## src/rtl/ps2_pkg.sv

```systemverilog
`default_nettype none
// ============================================================================
//  Module      : ps2_pkg
//  Description : Shared PS/2 definitions: host-transmit FSM encoding, frame
//                length, common keyboard command bytes, parity helper.
//  Revision    : 1.0 - initial release
// ============================================================================
package ps2_pkg;

    localparam logic [2:0] c_ST_IDLE      = 3'd0;
    localparam logic [2:0] c_ST_INHIBIT   = 3'd1;
    localparam logic [2:0] c_ST_REQ       = 3'd2;
    localparam logic [2:0] c_ST_SEND      = 3'd3;
    localparam logic [2:0] c_ST_ACK       = 3'd4;
    localparam logic [2:0] c_ST_WAIT_IDLE = 3'd5;

    typedef enum logic [2:0] {
        ST_IDLE      = c_ST_IDLE,
        ST_INHIBIT   = c_ST_INHIBIT,
        ST_REQ       = c_ST_REQ,
        ST_SEND      = c_ST_SEND,
        ST_ACK       = c_ST_ACK,
        ST_WAIT_IDLE = c_ST_WAIT_IDLE
    } ps2_tx_state_t;

    localparam int PS2_FRAME_BITS = 11;

    localparam logic [7:0] PS2_CMD_SET_LEDS = 8'hED;
    localparam logic [7:0] PS2_CMD_ECHO     = 8'hEE;
    localparam logic [7:0] PS2_CMD_ENABLE   = 8'hF4;
    localparam logic [7:0] PS2_CMD_RESET    = 8'hFF;

    // Odd parity: the bit that makes the total count of ones odd.
    function automatic logic ps2_odd_parity(input logic [7:0] b);
        return ~^b;
    endfunction

endpackage
`default_nettype wire

```

## src/rtl/ps2_line_filter.sv

```systemverilog
`default_nettype none
// ============================================================================
//  Module      : ps2_line_filter
//  Description : 2-flop synchroniser for PS/2 clock and data, FILTER_LEN glitch
//                filter on the clock, one-cycle falling-edge strobe.
//  Revision    : 1.0 - initial release
// ============================================================================
module ps2_line_filter #(
    parameter int FILTER_LEN = 8
) (
    input  logic clk,
    input  logic rst_n,
    input  logic i_clk_pin,
    input  logic i_data_pin,
    output logic o_clk_filt,
    output logic o_data_sync,
    output logic o_clk_fall
);

    localparam int                c_CNT_W = $clog2(FILTER_LEN + 1);
    localparam logic [c_CNT_W-1:0] c_LAST = c_CNT_W'(FILTER_LEN - 1);

    logic [1:0]         r_clk_sync;
    logic [1:0]         r_data_sync;
    logic               r_clk_filt;
    logic               r_fall;
    logic [c_CNT_W-1:0] r_cnt;

    // Idle bus level is high, so the synchronisers reset to 1 to avoid a
    // spurious edge when reset is released.
    always_ff @(posedge clk or negedge rst_n) begin
        if (!rst_n) begin
            r_clk_sync  <= 2'b11;
            r_data_sync <= 2'b11;
            r_clk_filt  <= 1'b1;
            r_fall      <= 1'b0;
            r_cnt       <= '0;
        end else begin
            r_clk_sync  <= {r_clk_sync[0], i_clk_pin};
            r_data_sync <= {r_data_sync[0], i_data_pin};
            r_fall      <= 1'b0;
            if (r_clk_sync[1] == r_clk_filt) begin
                r_cnt <= '0;
            end else if (r_cnt == c_LAST) begin
                r_clk_filt <= r_clk_sync[1];
                r_fall     <= r_clk_filt;
                r_cnt      <= '0;
            end else begin
                r_cnt <= r_cnt + 1'b1;
            end
        end
    end

    assign o_clk_filt  = r_clk_filt;
    assign o_data_sync = r_data_sync[1];
    assign o_clk_fall  = r_fall;

endmodule
`default_nettype wire

```

## src/rtl/ps2_host_tx.sv

```systemverilog
`default_nettype none
// ============================================================================
//  Module      : ps2_host_tx
//  Description : PS/2 host-to-device command transmitter with open-drain line
//                drive, device ACK check and inter-edge timeout.
//  Revision    : 1.0 - initial release
// ============================================================================
module ps2_host_tx
    import ps2_pkg::*;
#(
    parameter int INHIBIT_CYCLES = 6000,
    parameter int TIMEOUT_CYCLES = 750000,
    parameter int FILTER_LEN     = 8
) (
    input  logic       Fast_Clock,
    input  logic       Reset_N,
    input  logic       Tx_Start,
    input  logic [7:0] Tx_Byte,
    output logic       Tx_Busy,
    output logic       Tx_Done,
    output logic       Tx_Err,
    output logic       Rx_Inhibit,
    input  logic       KB_Clk_In,
    input  logic       KB_Data_In,
    output logic       KB_Clk_Drive_Low,
    output logic       KB_Data_Drive_Low
);

    localparam int c_CNT_MAX = (TIMEOUT_CYCLES > INHIBIT_CYCLES) ? TIMEOUT_CYCLES : INHIBIT_CYCLES;
    localparam int c_CNT_W   = $clog2(c_CNT_MAX + 1);
    localparam logic [c_CNT_W-1:0] c_INHIBIT_LAST = c_CNT_W'(INHIBIT_CYCLES - 1);
    localparam logic [c_CNT_W-1:0] c_TIMEOUT_LAST = c_CNT_W'(TIMEOUT_CYCLES - 1);
    localparam logic [3:0]         c_STOP_IDX     = 4'(PS2_FRAME_BITS - 1);

    logic w_clk_filt, w_data_sync, w_fall;

    ps2_line_filter #(
        .FILTER_LEN (FILTER_LEN)
    ) u_line_filter (
        .clk         (Fast_Clock),
        .rst_n       (Reset_N),
        .i_clk_pin   (KB_Clk_In),
        .i_data_pin  (KB_Data_In),
        .o_clk_filt  (w_clk_filt),
        .o_data_sync (w_data_sync),
        .o_clk_fall  (w_fall)
    );

    ps2_tx_state_t      r_state, w_state_nxt;
    logic [9:0]         r_shift, w_shift_nxt;
    logic [3:0]         r_bit_idx, w_bit_idx_nxt;
    logic [c_CNT_W-1:0] r_cnt, w_cnt_nxt;
    logic               r_tx_low, w_tx_low_nxt;
    logic               r_done, w_done_nxt;
    logic               r_err, w_err_nxt;
    logic               w_timeout;

    always_ff @(posedge Fast_Clock or negedge Reset_N) begin
        if (!Reset_N) begin
            r_state   <= ST_IDLE;
            r_shift   <= '0;
            r_bit_idx <= '0;
            r_cnt     <= '0;
            r_tx_low  <= 1'b0;
            r_done    <= 1'b0;
            r_err     <= 1'b0;
        end else begin
            r_state   <= w_state_nxt;
            r_shift   <= w_shift_nxt;
            r_bit_idx <= w_bit_idx_nxt;
            r_cnt     <= w_cnt_nxt;
            r_tx_low  <= w_tx_low_nxt;
            r_done    <= w_done_nxt;
            r_err     <= w_err_nxt;
        end
    end

    assign w_timeout = (r_cnt >= c_TIMEOUT_LAST);

    always_comb begin
        w_state_nxt   = r_state;
        w_shift_nxt   = r_shift;
        w_bit_idx_nxt = r_bit_idx;
        w_tx_low_nxt  = r_tx_low;
        w_done_nxt    = 1'b0;
        w_err_nxt     = 1'b0;
        w_cnt_nxt     = (r_cnt == '1) ? r_cnt : r_cnt + 1'b1;
        if (w_fall) begin
            w_cnt_nxt = '0;
        end

        case (r_state)
            ST_IDLE: begin
                w_cnt_nxt = '0;
                // A request arriving alongside the previous frame's pulse is dropped.
                if (Tx_Start && !r_done && !r_err) begin
                    w_state_nxt   = ST_INHIBIT;
                    w_shift_nxt   = {1'b1, ps2_odd_parity(Tx_Byte), Tx_Byte};
                    w_bit_idx_nxt = '0;
                    w_tx_low_nxt  = 1'b0;
                end
            end
            ST_INHIBIT: begin
                if (r_cnt == c_INHIBIT_LAST) begin
                    w_state_nxt = ST_REQ;
                    w_cnt_nxt   = '0;
                end else begin
                    w_cnt_nxt = r_cnt + 1'b1;
                end
            end
            ST_REQ, ST_SEND: begin
                if (w_timeout) begin
                    w_state_nxt  = ST_IDLE;
                    w_tx_low_nxt = 1'b0;
                    w_err_nxt    = 1'b1;
                end else if (w_fall) begin
                    if (r_state == ST_SEND && r_bit_idx == c_STOP_IDX) begin
                        w_state_nxt = ST_ACK;
                    end else begin
                        w_state_nxt   = ST_SEND;
                        w_tx_low_nxt  = ~r_shift[0];
                        w_shift_nxt   = {1'b1, r_shift[9:1]};
                        w_bit_idx_nxt = r_bit_idx + 4'd1;
                    end
                end
            end
            ST_ACK: begin
                w_tx_low_nxt = 1'b0;
                if (w_timeout) begin
                    w_state_nxt = ST_IDLE;
                    w_err_nxt   = 1'b1;
                end else if (!w_data_sync) begin
                    w_state_nxt = ST_WAIT_IDLE;
                end else begin
                    w_state_nxt = ST_IDLE;
                    w_err_nxt   = 1'b1;
                end
            end
            ST_WAIT_IDLE: begin
                if (w_timeout) begin
                    w_state_nxt = ST_IDLE;
                    w_err_nxt   = 1'b1;
                end else if (w_clk_filt && w_data_sync) begin
                    w_state_nxt = ST_IDLE;
                    w_done_nxt  = 1'b1;
                end
            end
            default: begin
                w_state_nxt  = ST_IDLE;
                w_tx_low_nxt = 1'b0;
            end
        endcase
    end

    assign Tx_Busy          = (r_state != ST_IDLE);
    assign Rx_Inhibit       = Tx_Busy;
    assign Tx_Done          = r_done;
    assign Tx_Err           = r_err;
    assign KB_Clk_Drive_Low = (r_state == ST_INHIBIT);
    // Start bit is asserted in the last inhibit cycle so data is low before clock is released.
    assign KB_Data_Drive_Low = ((r_state == ST_INHIBIT) && (r_cnt == c_INHIBIT_LAST))
                             || (r_state == ST_REQ)
                             || ((r_state == ST_SEND) && r_tx_low);

endmodule
`default_nettype wire

```

## config.mk

```make
export PLATFORM = sky130hd
export DESIGN_NAME = ps2_host_tx
export DESIGN_NICKNAME = d
export VERILOG_FILES = /design/src/rtl/ps2_pkg.sv /design/src/rtl/ps2_line_filter.sv /design/src/rtl/ps2_host_tx.sv
export SDC_FILE = /design/constraint.sdc
export NUM_CORES = 1
export LEC_CHECK = 0
export CAP_MARGIN = 15
export CORE_MARGIN = 4
export CORE_UTILIZATION = 63
export CTS_CLUSTER_DIAMETER = 30
export DETAILED_ROUTE_END_ITERATION = 8
export PLACE_DENSITY = 0.89
export SYNTH_ARGS = -nofsm -noshare
export SYNTH_HDL_FRONTEND = slang
export SYNTH_SLANG_ARGS = --single-unit
```

## constraint.sdc

```tcl
create_clock -name Fast_Clock -period 3.8 [get_ports Fast_Clock]
set_input_delay 0.76 -clock Fast_Clock [delete_from_list [all_inputs] [get_ports Fast_Clock]]
set_output_delay 0.76 -clock Fast_Clock [all_outputs]
set_load 0.01 [all_outputs]
```

==> flow_metrics.env <==
export IMPL_vias=2306
export IMPL_clockBufferDepth=2
export IMPL_worstMarginPinSlew_ps=886.2
export IMPL_synth_edf_count=0
export IMPL_drt_initial_drc_count=232
export IMPL_vdd_ir_drop_max_mv=0.2741
export IMPL_synthTopCellsByArea="dfrtp_1, nand2_1, xnor2_1, dfstp_2, mux2_1"
export IMPL_min_path_type="reg -> reg"
export IMPL_maxSlewHeadroom_pct=40.52
export IMPL_maxCapViolCount=0
export IMPL_avgRoutedWirePerCell_um=15.55
export IMPL_worstPathCellList="ha_1 > and3_1 > nand2_1 > nor2_1 > nand2_1 > a21oi_1 > clkdlybuf4s50_1"
export IMPL_p_per_area_nw_per_um2=309.8
export IMPL_rr_endpoint="r_shift[3]"
export IMPL_endpoint_kind="output pin"
export IMPL_route_detailed_drc=0
export IMPL_overflow=0
export IMPL_crit_top_cell="nand2_1"
export IMPL_crit_fanout=5
export IMPL_avgSynthCellArea_um2=9.363
export IMPL_grt_max_degree=51
export IMPL_rsz0062_at_grt="false"
export IMPL_hold_viol=0
export IMPL_syn2layout_area_growth_pct=11.23
export IMPL_cts_sinks=50
export IMPL_coreArea_um2=4324
export IMPL_dpl_cell_area_um2=3014
export IMPL_ys_types=57
export IMPL_fin_crit_sh_pct=79.63
export IMPL_cts_hold_buf=0
export IMPL_worstHoldEndpoint="u_line_filter.r_data_sync[1]"
export IMPL_cp_data_arrival_time_ps=2270
export IMPL_internal_power_mw=0.7299
export IMPL_drt_wl_total_um=5752
export IMPL_syn_area_um2=2809
export IMPL_period_needed_ps=3026
export IMPL_tritoncts="yes"
export IMPL_syn_inst=300
export IMPL_antenna_left=0
export IMPL_crit_family="simple AND/OR/NAND/NOR gates"
export IMPL_drive_gt1_share_pct=10.06
export IMPL_power_share_clock_pct=32.2
export IMPL_start_util_pct=64.96
export IMPL_synth_largest_area_cell="dfrtp_1"
export IMPL_gp_congestion=0.8363
export IMPL_rr_startpoint="r_state[1]"
export IMPL_timing_setup_tns_ps=0
export IMPL_worstSetupPathType="reg -> out"
export IMPL_grt_first_pass_wirelength_um=9763
export IMPL_cts_repair_resized=0
export IMPL_post_synth_top_area_fraction_pct=40.09
export IMPL_switching_power_mw=0.2379
export IMPL_setup_viol=0
export IMPL_ys_ff_latch=50
export IMPL_swShare_pct=24.58
export IMPL_dieArea_um2=5591
export IMPL_async_reset_ff_share_pct=100.0
export IMPL_place_hpwl_um=3995
export IMPL_slowest_stage="clkdlybuf4s50_1"
export IMPL_crit_buf_inv=1
export IMPL_htreeDepth=2
export IMPL_core_rowCount=24
export IMPL_final_area_um2=3124
export IMPL_grt_use_total_pct=22.24
export IMPL_reg2reg_slack_ps=1380
export IMPL_slowest_delay_ps=550
export IMPL_diodes=0
export IMPL_pwr_share_comb_pct=8.7
export IMPL_ys_warn_count=0
export IMPL_die_w_um=74.78
export IMPL_insertion_delay_ps=310
export IMPL_skew_ps=9.511
export IMPL_ys_seq_area_share_pct=44.77
export IMPL_port_buffer_count=18
export IMPL_postCtsSetupBuffers=0
export IMPL_holdPathStages=0
export IMPL_boundaryPins=19
export IMPL_syn_nets=317
export IMPL_clkTransAtPathRegs_ps=100
export IMPL_first_global_vias=2229
export IMPL_antenna_found_initial=0
export IMPL_p_leak_nw=1.353
export IMPL_worstHoldStart="u_line_filter.r_data_sync[0]"
export IMPL_vias_per_cell=6.232
export IMPL_maxSlewViolCount=0
export IMPL_dr_pass1_iters=4
export IMPL_p_seq_share_pct=59.1
export IMPL_required_ps=3040
export IMPL_reg2reg_depth=6
export IMPL_status="complete, no violations"
export IMPL_nets=334
export IMPL_fmax_mhz=330.5
export IMPL_cp_start_kind="register"
export IMPL_numCtsBuffers=5
export IMPL_die_h_um=74.78
export IMPL_root_buffer="clkbuf_8"
export IMPL_ys_flop_type="dfrtp_1"
## cell type report
cell class | instances | area, um2
multi-input combinational | 231 | 1464
sequential | 50 | 1257
fill | 321 | 1200
timing repair buffer | 23 | 225.2
clock buffer | 5 | 68.82
tap | 52 | 65.06
inverter | 6 | 22.52
clock inverter | 3 | 21.27
## routing by layer
layer / track usage (%) / routed length [um] / vias to the layer above
met5: 0 / 0 / -
li1: - / - / 1106
met2: 37.17 / 2807 / 77
met3: 3.872 / 302 / 15
met1: 29.42 / 2523 / 1108
met4: 7.510 / 119 / 0
## Yosys cell counts (3+ instances only)
cell,count
a211oi_1,3
a21o_1,4
a21oi_1,13
and2_1,4
and3_1,6
buf_2,4
buf_4,3
clkbuf_1,5
dfrtp_1,45
dfstp_2,5
ha_1,4
inv_1,6
mux2_1,8
nand2_1,47
nand2b_1,4
nand3_1,15
nand4_1,9
nor2_1,19
nor2b_1,5
nor3_1,9
nor3b_1,4
nor4_1,3
o211ai_1,3
o21ai_0,7
o21ai_1,6
or4_1,5
xnor2_1,17
## layout by cell type (no fill, tap or decap), types with 5 or more instances in the layout
master           instances
nor2_1                  19
a21oi_1                 13
or4_1                    5
o21ai_0                  7
nand2_1                 47
inv_1                    6
and3_1                   6
nand3_1                 15
nand4_1                  9
clkbuf_8                 5
xnor2_1                 17
nor2b_1                  5
mux2_1                   8
dfrtp_1                 45
nor3_1                   9
dfstp_2                  5
o21ai_1                  6
clkdlybuf4s50_1         17
## power by group through the flow
| stage | clock network (mW) | registers (mW) | logic, mW |
|---|---|---|---|
| CTS | 0.320 | 0.572 | 0.0833 |
| floorplan | 0 | 0.578 | 0.0507 |
| global placement | 0 | 0.580 | 0.0798 |
| finish | 0.312 | 0.572 | 0.0843 |
| detailed placement | 0 | 0.582 | 0.0831 |
| global route | 0.340 | 0.575 | 0.0963 |
## sequential cells by signal, indices dropped and copies added, names as in the netlist, 2 cells and up
name                       cells
u_line_filter.r_data_sync      2
r_state                        3
u_line_filter.r_cnt            4
r_bit_idx                      4
r_cnt                         20
u_line_filter.r_clk_sync       2
r_shift                       10
## worst reg2reg max path: cells and delay by family (launching register included)
kind | cells | cell delay, ps
flip-flops | 1 | 650
AND/OR/NAND/NOR | 2 | 760
multiplexers | 1 | 340
buffers and inverters | 1 | 210
AO/OA/AOI/OAI | 2 | 340
## kinds of logic (layout without fill, tap and decap cells)
| logic type | count (synthesis) | in the layout | synth area share [%] |
|---|---|---|---|
| AND/OR/NAND/NOR | 145 | 145 | 27.48 |
| AO/OA/AOI/OAI | 53 | 53 | 12.92 |
| flip-flops | 50 | 50 | 44.77 |
| XOR/XNOR | 19 | 19 | 5.924 |
| buffers and inverters | 19 | 37 | 3.118 |
| multiplexers | 10 | 10 | 4.009 |
| adder cells (fa/ha/maj) | 4 | 4 | 1.782 |
## through the flow
stage	util (%)	std cells	power (mW)	hold slack [ps]	setup WS [ps]
finish	72.25	370	0.9679	352.3	774.0
global route	72.25	370	1.011	369.0	648.3
CTS	71.79	369	0.9749	359.4	774.3
detailed placement	69.70	361	0.6651	347.2	1132
global placement	69.70	361	0.6602	346.5	1173
floorplan	-	300	0.6287	345.2	1750
## worst max path at each step
stage	startpoint	end	slack [ps]	depth (start not counted)
floorplan	r_cnt[0]	KB_Data_Drive_Low	1750	6
global placement	r_cnt[0]	KB_Data_Drive_Low	1170	7
detailed placement	r_cnt[0]	KB_Data_Drive_Low	1130	7
CTS	r_cnt[0]	KB_Data_Drive_Low	770	7
global route	r_cnt[0]	KB_Data_Drive_Low	650	7
finish	r_cnt[0]	KB_Data_Drive_Low	770	7
Power figures use the tool's default switching activity.
